### src/rtl/ddr3_test_pkg.sv
// Shared definitions for the DDR3 traffic checker: FSM state encoding,
// the LFSR polynomial mask, the default seed and the LFSR step function.
package ddr3_test_pkg;

    typedef enum logic [2:0] {
        ST_IDLE  = 3'd0,
        ST_WRITE = 3'd1,
        ST_READ  = 3'd2,
        ST_DRAIN = 3'd3,
        ST_DONE  = 3'd4
    } state_e;

    localparam logic [31:0] LFSR_MASK    = 32'h8020_0003;
    localparam logic [31:0] DEFAULT_SEED = 32'hACE1_2468;

    // One step of the right-shifting Galois LFSR.
    function automatic logic [31:0] lfsr_next(input logic [31:0] v);
        lfsr_next = (v >> 1) ^ (v[0] ? LFSR_MASK : 32'h0);
    endfunction

endpackage

### src/rtl/ddr3_lfsr32.sv
// 32-bit Galois LFSR used both as the write-pattern generator and as the
// expected-read-data generator.
// Ports:
//   clk, reset_n  clock / async active-low reset (reset loads SEED)
//   load          reload SEED (wins over advance)
//   advance       step the LFSR by one
//   value         current LFSR word
module ddr3_lfsr32
    import ddr3_test_pkg::*;
#(
    parameter logic [31:0] SEED = DEFAULT_SEED
) (
    input  logic        clk,
    input  logic        reset_n,
    input  logic        load,
    input  logic        advance,
    output logic [31:0] value
);

    logic [31:0] value_q;
    logic [31:0] value_d;

    always_comb begin
        value_d = value_q;
        if (load) begin
            value_d = SEED;
        end else if (advance) begin
            value_d = lfsr_next(value_q);
        end
    end

    always_ff @(posedge clk or negedge reset_n) begin
        if (!reset_n) begin
            value_q <= SEED;
        end else begin
            value_q <= value_d;
        end
    end

    assign value = value_q;

endmodule

### config.mk
export PLATFORM = sky130hd
export DESIGN_NAME = ddr3_lfsr32
export DESIGN_NICKNAME = d
export VERILOG_FILES = /design/src/rtl/ddr3_test_pkg.sv /design/src/rtl/ddr3_lfsr32.sv
export SDC_FILE = /design/constraint.sdc
export NUM_CORES = 1
export LEC_CHECK = 0
export CORE_AREA = 2 2 76 78
export CTS_BUF_LIST = sky130_fd_sc_hd__clkbuf_2 sky130_fd_sc_hd__clkbuf_4 sky130_fd_sc_hd__clkbuf_8
export DETAILED_ROUTE_END_ITERATION = 12
export DIE_AREA = 0 0 78 80
export MAX_ROUTING_LAYER = met4
export REMOVE_ABC_BUFFERS = 1
export SKIP_CTS_REPAIR_TIMING = 1
export SLEW_MARGIN = 30
export SYNTH_ARGS = -nofsm -noshare
export SYNTH_HDL_FRONTEND = slang
export SYNTH_SLANG_ARGS = --single-unit
### constraint.sdc
create_clock -name clk -period 1.4 [get_ports clk]
set_input_delay 0.42 -clock clk [delete_from_list [all_inputs] [get_ports clk]]
set_output_delay 0.42 -clock clk [all_outputs]
set_load 0.05 [all_outputs]
==> impl_metrics.py <==
metrics = {
    "clock_network": {
        "cts_buffers": 5,
        "insertion_delay_ns": 0.28,
        "cts.sinks": 32,
        "clk_pin_slew_ns": 0.07,
        "cts_tree": "done",
        "cts_max_level": 2,
        "clock_path_buffers": 2,
        "cts-root-buf": "clkbuf_8",
    },
    "floorplan": {
        "initial_core_util_pct": 25.42,
        "rows": 27,
        "fp.dieArea_sq_um": 6240,
        "io_pins": 36,
        "core_sq_um": 5405,
        "dieWidth_um": 78,
        "fp.dieH_um": 80,
    },
    "critical_path": {
        "worstPathRequired_ns": 0.98,
        "cp_slowest_stage_delay_ns": 0.57,
        "critPathSlowestCell": "dfstp_2",
        "crit_buf_inv": 1,
        "critPathArrivalTime_ns": 1.00,
        "crit_family": "flip-flops",
        "end_kind": "output port",
        "crit_fanout": 3,
        "path_cells": "buf_12",
        "r2r-end": "value[21]",
        "reg2regPathDepth": 3,
        "crit_type": "register to output port",
        "reg2reg_from": "value[22]",
        "cp-start-kind": "register",
        "r2r_slack_ns": 0.40,
    },
    "synth": {
        "ys_ff_latch": 32,
        "synth_top_area_share_pct": 34.61,
        "yosysSeqAreaShare_pct": 59.47,
        "yosys.area.top_type": "dfrtp_1",
        "synth_cell_types": 18,
        "avgSynthCellArea_sq_um": 12.84,
        "synth_cells": 107,
        "yosys_warnings": 0,
        "netlist_area_sq_um": 1374,
        "yosys-top-cells-area": "dfrtp_1, dfstp_2, mux2i_1",
    },
    "final_layout": {
        "instances_no_fill": 232,
        "final_nets": 163,
        "largest_reg_flops": 32,
        "post-route-cell-area_sq_um": 2300,
        "area_delta_synth_final_pct": 67.40,
        "drive_gt1_share_pct": 46.88,
        "utilization_pct": 42.55,
        "diodes": 0,
    },
    "routing": {
        "vias_per_cell": 4.060,
        "dr_total_vias": 942,
        "detail-route-antenna-nets": 0,
        "drc": 0,
        "first_iter_violations": 41,
        "first_pass_iters": 4,
        "wl_um": 2874,
        "wl_per_cell_um": 12.39,
    },
    "sta": {
        "finalSetupViolCount": 7,
        "rsz0062_at_grt": "true",
        "finalCritPeriodShare_pct": 101.4,
        "max_slew_margin_pct": 84.69,
        "skew_ns": 0.008471,
        "hold_violations": 0,
        "worst_slew_pin_slew_ns": 0.2296,
        "setup_ws_ns": -0.02020,
        "finalCriticalPeriod_ns": 1.420,
        "max_freq_mhz": 704.1,
        "finalMaxSlewViolations": 0,
    },
    "worst_hold_path": {
        "hold_path_class": "input port to async pin",
    },
    "place": {
        "io_buffer_count": 35,
        "dp_hpwl_um": 2083,
        "numPlacedInstances": 215,
        "routabilityCongestion": 0.7220,
        "place_area_sq_um": 2143,
    },
    "power": {
        "peakVddDrop_v": 0.0007821,
        "cellPowerDensity_nw_per_um2": 1065,
        "p_leak_nw": 1.080,
    },
    "grt": {
        "grt-ovfl-total": 0,
        "grt_max_degree": 33,
        "antenna_found_initial": 0,
        "grt_pass1_wl_um": 5037,
        "grt_pass1_vias": 1006,
        "grt.total_usage_pct": 10.80,
    },
    "run": {
        "cap_violations": 0,
    },
    "run_status": {
        "violations": "negative setup slack",
        "status": "complete, but fails checks",
    },
}
-- worst max path at each step --
stage | start | end | slack [ns] | cells after the start
4_1_cts | value[21] | value[21] | -0.05 | 1
3_3_place_gp | load | value[21] | -0.01 | 4
6_report | value[16] | value[16] | -0.02 | 1
3_5_place_dp | load | value[21] | -0.07 | 4
5_1_grt | value[16] | value[16] | -0.05 | 1
2_1_floorplan | value[0] | value[0] | 0.27 | 2
-- power breakdown --
group | switching (mW) | internal [mW] | total [mW]
Sequential | 0.0835 | 1.01 | 1.09
Combinational | 0.344 | 0.337 | 0.681
Clock | 0.335 | 0.345 | 0.680
-- cell usage after synthesis --
cell type and instances:
mux2i_1 29, dfrtp_1 19, nor2_1 17, dfstp_2 13, nand2_1 12, buf_12 3
clkbuf_1 2, xnor2_1 2, a211oi_2 1, a21bo_2 1, a21oi_1 1, a31oi_1 1
buf_2 1, buf_6 1, inv_1 1, nand3b_1 1, nor2_2 1, nor3_1 1
-- stage by stage --
step	TNS, ns	total power, mW	setup WS, ns	hold WS [ns]
after floorplan	0	1.374	0.2690	0.1244
after global placement	-0.01199	1.757	-0.01199	0.5572
after detailed placement	-0.07278	1.770	-0.07278	0.5703
after CTS	-0.3544	2.465	-0.04708	0.4899
after global routing	-0.4331	2.565	-0.05298	0.5215
final	-0.08640	2.450	-0.02020	0.4904
-- cell usage in the layout, fill, tap and decap left out, drive strengths merged, types with 2 or more instances in the layout --
master         synthesis  layout
dfrtp                 19      19
clkdlybuf4s50          0       2
dfstp                 13      13
nor2                  18      18
nand2                 12      12
xnor2                  2       2
clkbuf                 2       5
mux2i                 29      29
clkinv                 0       3
buf                    5      50
-- layout make-up --
type,count,area (sq um)
repair buffers,52,830.8
clock inverters,3,18.77
clock buffers,5,68.82
flip-flops and latches,32,818.3
inverters,1,3.754
multi-input cells,67,469.2
well taps,72,90.09
fillers,523,3105
-- logic make-up after synthesis --
logic type	Yosys count	synth area share (%)
xor gates and xnor gates	2	1.275
AOI/OAI and AO/OA	4	2.459
and+or+nand+nor	32	9.289
buffers and inverters	8	6.375
muxes	29	21.13
DFF	32	59.47
-- worst register-to-register path, delay by kind of cell (launching register included) --
kind | cells | cell delay (ns)
xor gates and xnor gates | 1 | 0.06
AOI/OAI and AO/OA | 1 | 0.17
DFF | 1 | 0.58
buffers and inverters | 1 | 0.12
-- per-layer routing --
metal | track usage [%] | vias up | wire, um
met5 | - | - | 0
met4 | 5.263 | 0 | 53
met3 | 3.507 | 4 | 163
met2 | 15.52 | 28 | 1297
met1 | 13.74 | 455 | 1360
li1 | - | 455 | -
Note: power is estimated with default switching activity, not from simulation.
